--- config.mk ---
export PLATFORM = sky130hd
export DESIGN_NAME = l2cache_tag_lookup
export DESIGN_NICKNAME = d
export VERILOG_FILES = /design/src/rtl/l2cache_tag_lookup.sv
export SDC_FILE = /design/constraint.sdc
export NUM_CORES = 1
export LEC_CHECK = 0
export CAP_MARGIN = 15
export CORE_MARGIN = 2
export CORE_UTILIZATION = 23
export CTS_BUF_LIST = sky130_fd_sc_hd__clkbuf_4
export CTS_CLUSTER_DIAMETER = 150
export DETAILED_ROUTE_END_ITERATION = 10
export PLACE_DENSITY = 0.45
export SLEW_MARGIN = 20
export SYNTH_ARGS = -nofsm -noshare
export SYNTH_HDL_FRONTEND = slang
export SYNTH_SLANG_ARGS = --single-unit
--- constraint.sdc ---
create_clock -name clk -period 5.5 [get_ports clk]
set_input_delay 0.55 -clock clk [delete_from_list [all_inputs] [get_ports clk]]
set_output_delay 0.55 -clock clk [all_outputs]
set_load 0.1 [all_outputs]
--- src/rtl/l2cache_tag_lookup.sv ---
// L2 tag lookup: compares a set's way tags against a request tag and picks the victim way.
// Two-stage pipeline (S1 request regs, S2 response regs) with tree-PLRU update and hit/miss counters.
module l2cache_tag_lookup #(
  parameter int unsigned WAYS   = 8,
  parameter int unsigned TAG_W  = 19,
  parameter int unsigned CNT_W  = 32,
  localparam int unsigned WAY_W  = $clog2(WAYS),
  localparam int unsigned PLRU_W = WAYS - 1
) (
  input  logic                  clk,
  input  logic                  rst_n,
  input  logic                  req_valid,
  output logic                  req_ready,
  input  logic [TAG_W-1:0]      req_tag,
  input  logic [WAYS*TAG_W-1:0] req_way_tags,
  input  logic [WAYS-1:0]       req_v,
  input  logic [WAYS-1:0]       req_d,
  input  logic [PLRU_W-1:0]     req_plru,
  output logic                  rsp_valid,
  input  logic                  rsp_ready,
  output logic                  rsp_hit,
  output logic                  rsp_multi_hit,
  output logic [WAY_W-1:0]      rsp_hit_way,
  output logic                  rsp_have_empty,
  output logic [WAY_W-1:0]      rsp_victim_way,
  output logic                  rsp_need_wb,
  output logic [PLRU_W-1:0]     rsp_plru_next,
  input  logic                  perf_clr,
  output logic [CNT_W-1:0]      perf_hit_cnt,
  output logic [CNT_W-1:0]      perf_miss_cnt
);

  // S1 request registers
  logic                  s1Valid;
  logic [TAG_W-1:0]      s1Tag;
  logic [WAYS*TAG_W-1:0] s1WayTags;
  logic [WAYS-1:0]       s1V;
  logic [WAYS-1:0]       s1D;
  logic [PLRU_W-1:0]     s1Plru;

  logic s2Advance;
  logic s1Move;
  logic reqFire;
  logic rspFire;

  assign s2Advance = !rsp_valid || rsp_ready;
  assign s1Move    = s1Valid && s2Advance;
  // rst_n gates ready so nothing is accepted while reset is held
  assign req_ready = rst_n && (!s1Valid || s2Advance);
  assign reqFire   = req_valid && req_ready;
  assign rspFire   = rsp_valid && rsp_ready;

  // Compare logic between S1 and S2
  logic [WAYS-1:0]   hitVec;
  logic              hit;
  logic              multiHit;
  logic [WAY_W-1:0]  hitWay;
  logic              haveEmpty;
  logic [WAY_W-1:0]  emptyWay;
  logic [WAY_W-1:0]  evictWay;
  logic [WAY_W-1:0]  victimWay;
  logic              needWb;
  logic [PLRU_W-1:0] plruNext;

  always_comb begin
    for (int i = 0; i < WAYS; i++) begin
      hitVec[i] = s1V[i] && (s1WayTags[i*TAG_W +: TAG_W] == s1Tag);
    end
  end

  assign hit       = |hitVec;
  assign multiHit  = |(hitVec & (hitVec - WAYS'(1)));
  assign haveEmpty = !(&s1V);

  // Descending scan so the lowest index wins
  always_comb begin
    hitWay   = '0;
    emptyWay = '0;
    for (int i = WAYS - 1; i >= 0; i--) begin
      if (hitVec[i]) hitWay = WAY_W'(i);
      if (!s1V[i])   emptyWay = WAY_W'(i);
    end
  end

  // Walk the heap-indexed tree from the root; a node bit of 1 selects the upper half
  always_comb begin
    int node;
    evictWay = '0;
    node     = 0;
    for (int lvl = 0; lvl < WAY_W; lvl++) begin
      evictWay[WAY_W-1-lvl] = s1Plru[node];
      node = 2 * node + 1 + int'(s1Plru[node]);
    end
  end

  always_comb begin
    if (hit) begin
      victimWay = hitWay;
    end else if (haveEmpty) begin
      victimWay = emptyWay;
    end else begin
      victimWay = evictWay;
    end
  end

  assign needWb = !hit && !haveEmpty && s1D[victimWay];

  // Point every node on the victim's path away from it
  always_comb begin
    int node;
    plruNext = s1Plru;
    node     = 0;
    for (int lvl = 0; lvl < WAY_W; lvl++) begin
      plruNext[node] = !victimWay[WAY_W-1-lvl];
      node = 2 * node + 1 + int'(victimWay[WAY_W-1-lvl]);
    end
  end

  // S1
  always_ff @(posedge clk or negedge rst_n) begin
    if (!rst_n) begin
      s1Valid   <= 1'b0;
      s1Tag     <= '0;
      s1WayTags <= '0;
      s1V       <= '0;
      s1D       <= '0;
      s1Plru    <= '0;
    end else begin
      if (reqFire) begin
        s1Valid   <= 1'b1;
        s1Tag     <= req_tag;
        s1WayTags <= req_way_tags;
        s1V       <= req_v;
        s1D       <= req_d;
        s1Plru    <= req_plru;
      end else if (s1Move) begin
        s1Valid <= 1'b0;
      end
    end
  end

  // S2 response registers
  always_ff @(posedge clk or negedge rst_n) begin
    if (!rst_n) begin
      rsp_valid      <= 1'b0;
      rsp_hit        <= 1'b0;
      rsp_multi_hit  <= 1'b0;
      rsp_hit_way    <= '0;
      rsp_have_empty <= 1'b0;
      rsp_victim_way <= '0;
      rsp_need_wb    <= 1'b0;
      rsp_plru_next  <= '0;
    end else if (s2Advance) begin
      rsp_valid <= s1Valid;
      if (s1Valid) begin
        rsp_hit        <= hit;
        rsp_multi_hit  <= multiHit;
        rsp_hit_way    <= hitWay;
        rsp_have_empty <= haveEmpty;
        rsp_victim_way <= victimWay;
        rsp_need_wb    <= needWb;
        rsp_plru_next  <= plruNext;
      end
    end
  end

  // Saturating counters; clear wins over a same-cycle increment
  always_ff @(posedge clk or negedge rst_n) begin
    if (!rst_n) begin
      perf_hit_cnt  <= '0;
      perf_miss_cnt <= '0;
    end else if (perf_clr) begin
      perf_hit_cnt  <= '0;
      perf_miss_cnt <= '0;
    end else if (rspFire) begin
      if (rsp_hit && !(&perf_hit_cnt)) begin
        perf_hit_cnt <= perf_hit_cnt + CNT_W'(1);
      end
      if (!rsp_hit && !(&perf_miss_cnt)) begin
        perf_miss_cnt <= perf_miss_cnt + CNT_W'(1);
      end
    end
  end

endmodule

# Word-level counts from Yosys, hierarchy flattened
# Cells that the tools add are included.
# W data, S select, Z words.
totals:
  ff_bits: 277
  input_bits: 199
  out_inout_bits: 83
  word_cells: 123
op_classes:
  n_addsub: 9
  magnitude_cmp: 7
  n_eq_ne: 8
  mux: 40
  bitwise_logic: 1
  n_reduce_logical: 42
op_table:
  columns: ["operator", "count"]
  rows:
  - ["$mux W32", 6]
  - ["$eq A19 B19 Y1", 8]
  - ["$add A32 B1 Y32 const B", 2]
  - ["$reduce_and A32 Y1", 2]
  - ["$mux W3", 18]
  - ["$logic_and A1 B1 Y1", 18]
  - ["$reduce_or A8 Y1", 2]
  - ["$bwmux W7", 2]
  - ["$add A4 B1 Y5", 2]
  - ["$logic_not A1 Y1", 10]
  - ["$lt A5 B4 Y1 const B", 2]
  - ["$bmux W1 S3", 3]
  - ["$mux W1", 9]
  - ["$add A3 B1 Y4 const B", 2]
  - ["$and A8 B8 Y8", 1]
  - ["$lt A2 B4 Y1 const B", 2]
  - ["$reduce_and A8 Y1", 1]
  - ["$reduce_bool A2 Y1", 4]
  - ["$sub A8 B1 Y8 const B", 1]
  - ["$demux W1 S3", 2]
  - ["$reduce_and A2 Y1", 3]
  - ["$ge A5 B1 Y1 const B", 1]
  - ["$add A1 B1 Y2 const A", 2]
  - ["$lt A3 B4 Y1 const B", 1]
  - ["2 further kinds", 3]

# Longest topological paths before layout
depth:
  ltp_word: 19
  ltp_mapped: 10
  mapped_depth_nobuf: 9

# Worst setup path before layout
# No wires, ideal clock.
synth_path:
  path_type: "register to register"
  from: "register rsp_valid"
  to: "register s1D[0]"
  setup_ps: 125
  arrival_ps: 2995
  required_ps: 5375
  slack_ps: 2380
  path_stages_with_launch: 7
  synth_period_minus_slack_ps: 3120
  path_cell_list: "dfrtp_1 -> nand3b_1 -> and2_1 -> nand2_1 -> buf_1 -> clkbuf_1 -> mux2_2"
synth_via:
  elab_chain_len: 5
synth_rtl:
  columns: ["item", "line_no", "text"]
  rows:
  - ["start: declaration", "19", "output logic rsp_valid,"]
  - ["start signal: assignment", "154", "rsp_valid <= s1Valid;"]
  - ["$logic_not A1 Y1", "46", "assign s2Advance = !rsp_valid || rsp_ready;"]
  - ["$logic_or A1 B1 Y1", "46", null]
  - ["$logic_or A1 B1 Y1", "49", "assign req_ready = rst_n && (!s1Valid || s2Advance);"]
  - ["$logic_and A1 B1 Y1", "49", null]
  - ["net req_ready", "13", "output logic req_ready,"]
  - ["$logic_and A1 B1 Y1", "50", "assign reqFire = req_valid && req_ready;"]
  - ["end signal: assignment", "134", "s1D <= req_d;"]
  - ["end: declaration", "38", "logic [WAYS-1:0] s1D;"]
# The timed path passes the listed nets, and every way through them passes these cells.
# A chain may end at the register's enable or synchronous reset.

# Final worst setup path
layout_path:
  from: "input rst_n"
  to: "output req_ready"
layout_via:
  elab_chain_len: 1
layout_rtl:
  columns: ["item", "line_no", "text"]
  rows:
  - ["start: declaration", "11", "input logic rst_n,"]
  - ["$logic_and A1 B1 Y1", "49", null]
  - ["end: declaration", "13", null]
# No other way between the ends.

==> summary.md <==
| Metric | Value |
|---|---|
| Post-synth EDFFs | `0` |
| Slew Limit Fails | `0` |
| Synthesis Warnings | `0` |
| Most frequent cells in the layout | `279 x clkdlybuf4s50_1, 277 x dfrtp_1, 196 x mux2_2` |
| Max_slew headroom | `30.14%` |
| End of the critical path | `req_ready` |
| Crit-path cells | `dlygate4sd3_1, buf_8, and2_1, clkdlybuf4s50_1` |
| Clock H-tree levels | `3` |
| Int Pwr | `3919 µW` |
| Routed wire length per instance | `20.81 µm` |
| Footprint of the multi-input gates | `6553 µm²` |
| CTS root buf | `clkbuf_4` |
| Gr ovfl total | `0` |
| Skew final | `0.06063 ns` |
| RSZ-0062 raised after global routing | `no` |
| Post-Route WL | `47,840 µm` |
| CP bufs+invs | `3` |
| Clk slew on worst S/H paths | `0.06 ns` |
| Clock period minus worst slack | `3.695 ns` |
| DR vias | `10,350` |
| Setup TNS | `0 ns` |
| Net Count, Synth | `1,357` |
| Fmax | `270.6 MHz` |
| Netlist Area Pre-Place | `13,810 µm²` |
| Final worst path period share | `67.18%` |
| Hold Fails Final Rpt | `0` |
| VDD IR-drop max | `0.1225 mV` |
| Post-synth cell types | `63` |
| Final worst setup slack | `1.805 ns` |
| Hpwl dp | `35,740 µm` |
| Initial DRC Count | `459` |
| Dominant synthesized flop cell | `dfrtp_1` |
| Reg area | `6932 µm²` |
| FF+latch count, synth | `277` |
| Die Ht | `249.1 µm` |
| Row count | `89` |
| Static Leak | `0.007295 µW` |
| CTS buffer count | `85` |
| CTS tree | `done` |
| Worst hold path class | `in2reg` |
| Max clock buf depth | `3` |
| CP Max Fanout | `86` |
| Ys async rst share | `100.0%` |
| Fillcell total | `6,083` |
| Initial antenna violation count | `4` |
| CTS sink cnt | `277` |
| Post-route antenna net violation count | `0` |
| Commonest non-fill, non-tap cell in the layout | `clkdlybuf4s50_1` |
| Worst r2r path cells | `8` |
| Crit Reg-Reg Endpoint | `rsp_need_wb` |
| MaxCap Viol Count | `0` |
| Clock Power Share | `32.1%` |
| Worst path slowest cell | `clkdlybuf4s50_1` |
| Crit path depth | `4` |
| Cell family with most CP delay | `buffers and inverters` |
| Slew @ Worst Pin | `1.045 ns` |
| Io pins | `282` |
| CP Data Arrival Time | `3.14 ns` |
| CP endpoint kind | `output port` |
| Final setup fails | `0` |
| Number of global-route vias before repair | `10,920` |
| Flop pwr share | `45.3%` |
| Crit Path Category | `in2out` |
| Post-CTS setup buffer count | `0` |
| Die area | `62,030 µm²` |
| Post-Synthesis Cells | `1,156` |
| Startpoint Class | `input pin` |
| Global-route wire length before repair | `71,100 µm` |
| Pin count of the biggest net entering global routing | `127` |
| Worst-skew pair later-pin latency | `0.82 ns` |
| Critical path startpoint | `rst_n` |
| GR Util All Layers | `15.46%` |
| Place WS | `2.195 ns` |
| Vias/cell | `4.503` |
| Drt drc | `0` |
| Core footprint | `59,240 µm²` |
| Psw | `2039 µW` |
| Comb power frac | `22.6%` |
| Pwr dens | `324.6 nW/µm²` |
| Initial Util | `23.32%` |
| Die Wd | `249.1 µm` |
| R2r setup slk | `2.14 ns` |
| First drt pass iteration count | `4` |
| RR Startpoint | `s1Tag[3]` |
| RD Place Congestion | `0.8663` |
| Switching fraction of total power | `34.22%` |
| CP max stage delay | `1.15 ns` |
| Total power | `5958 µW` |
| Synth-to-Final Area Change | `32.89%` |
| Layout cells sized above 1 | `23.08%` |
| IO Port Bufs | `281` |
| Nets | `1,681` |
| Mean Syn Cell Area | `11.95 µm²` |
| Post-synthesis sequential area ratio | `50.18%` |
| CP Data Required Time | `4.95 ns` |
| Status | `finished, final reports clean` |
-- synth_stat cells (3+ instances only) --
cell | count | share of area (%)
dfrtp_1 | 277 | 50
xnor2_1 | 73 | 4.6
nand4_2 | 4 | 0.36
a211oi_1 | 4 | 0.22
nor4_2 | 11 | 1.0
nand4_1 | 46 | 2.1
inv_1 | 9 | 0.24
buf_6 | 12 | 0.98
nor4b_1 | 17 | 1.1
and2_1 | 10 | 0.45
mux2_2 | 196 | 16
clkbuf_1 | 27 | 0.73
and4_1 | 10 | 0.63
o21ai_0 | 20 | 0.72
nand2_1 | 62 | 1.7
xor2_1 | 136 | 8.6
or3_1 | 5 | 0.23
buf_1 | 5 | 0.14
nand4b_1 | 3 | 0.19
buf_4 | 5 | 0.27
and3_1 | 7 | 0.32
nand3_1 | 32 | 1.2
mux2i_1 | 6 | 0.43
nor2b_1 | 3 | 0.14
nor3_1 | 5 | 0.18
nor2_1 | 84 | 2.3
o21ai_1 | 3 | 0.11
nor4_1 | 27 | 1.2
a21oi_1 | 9 | 0.33
nand2b_1 | 3 | 0.14
-- metrics by stage --
step           instances  cell area [µm²]  hold slack, ns  utilization (%)
4_1_cts             2298            18350         0.06212            30.98
2_1_floorplan       1156            13810          0.2544                -
5_1_grt             2299            18360          0.1117            30.99
6_report            2299            18360          0.1727            30.99
3_5_place_dp        2165            17380          0.4739            29.34
3_3_place_gp        2165            17380          0.4795            29.34
-- routing by layer --
metal	share of wire [%]	global-route usage [%]	routed length, µm	vias to the layer above
met4	3.0	6.162	1416	4
met1	47	20.75	22300	5082
met2	44	23.93	21250	383
li1	-	-	-	4793
met3	6.0	3.689	2859	90
met5	0.040	0	19	-
-- power by group through the flow --
stage,Combinational (µW),Clock (µW),Sequential [µW]
global route,1460,2120,2730
global placement,1330,0,2740
floorplan,889,0,2650
finish,1350,1910,2700
detailed placement,1350,0,2740
CTS,1360,2010,2700
-- cells by family after synthesis --
group / count (synthesis) / share of synthesized area (%)
buffers and inverters: 60 / 2.437
AOI/OAI and AO/OA: 66 / 3.442
and+or+nand+nor: 339 / 14.02
adders and majority gates: 3 / 0.2536
DFF: 277 / 50.18
muxes: 202 / 16.41
xor gates and xnor gates: 209 / 13.25
-- sequential cells by signal, summed over array words and instances, names as in the netlist --
name            count
perf_miss_cnt      32
rsp_hit_way         3
s1D                 8
s1Plru              7
rsp_valid           1
s1Valid             1
rsp_plru_next       7
rsp_need_wb         1
rsp_have_empty      1
perf_hit_cnt       32
rsp_multi_hit       1
rsp_victim_way      3
rsp_hit             1
s1V                 8
s1WayTags         152
s1Tag              19
-- worst reg2reg max path: stages (launching register included) --
cell      delay [ns]
dfrtp_1         0.90
xor2_1          0.22
nor4_2          0.36
nand4_2         0.33
and4_4          0.32
a21oi_4         0.25
mux2_2          0.37
o311ai_0        0.36
o31ai_2         0.08
-- how the worst min path moves through the flow --
| stage | startpoint | endpoint | slack, ns | depth (start not counted) |
|---|---|---|---|---|
| after floorplan | rst_n | perf_hit_cnt[0] | 0.25 | 0 |
| after global placement | rsp_victim_way[1] | rsp_victim_way[1] | 0.48 | 2 |
| after detailed placement | rsp_victim_way[1] | rsp_victim_way[1] | 0.47 | 2 |
| after CTS | perf_clr | perf_hit_cnt[18] | 0.06 | 2 |
| after global routing | perf_clr | perf_hit_cnt[30] | 0.11 | 2 |
| final | perf_clr | perf_hit_cnt[29] | 0.17 | 2 |
-- repair_timing --
item	4_1_cts	5_1_grt
resized for setup	0	0
hold buffers	1	0
endpoints found under the hold margin	83	0
-- area by class of cell --
type                       instances  share of cell area (%)
antenna                            1                 0.01363
clock buffer                     111                   4.540
clock inverter                    21                  0.7089
inverter                           9                  0.1840
multi-input combinational        819                   35.70
sequential                       277                   37.76
tap                              773                   5.269
timing repair buffer             288                   15.83
No activity file was read; power rests on OpenSTA's default activity.
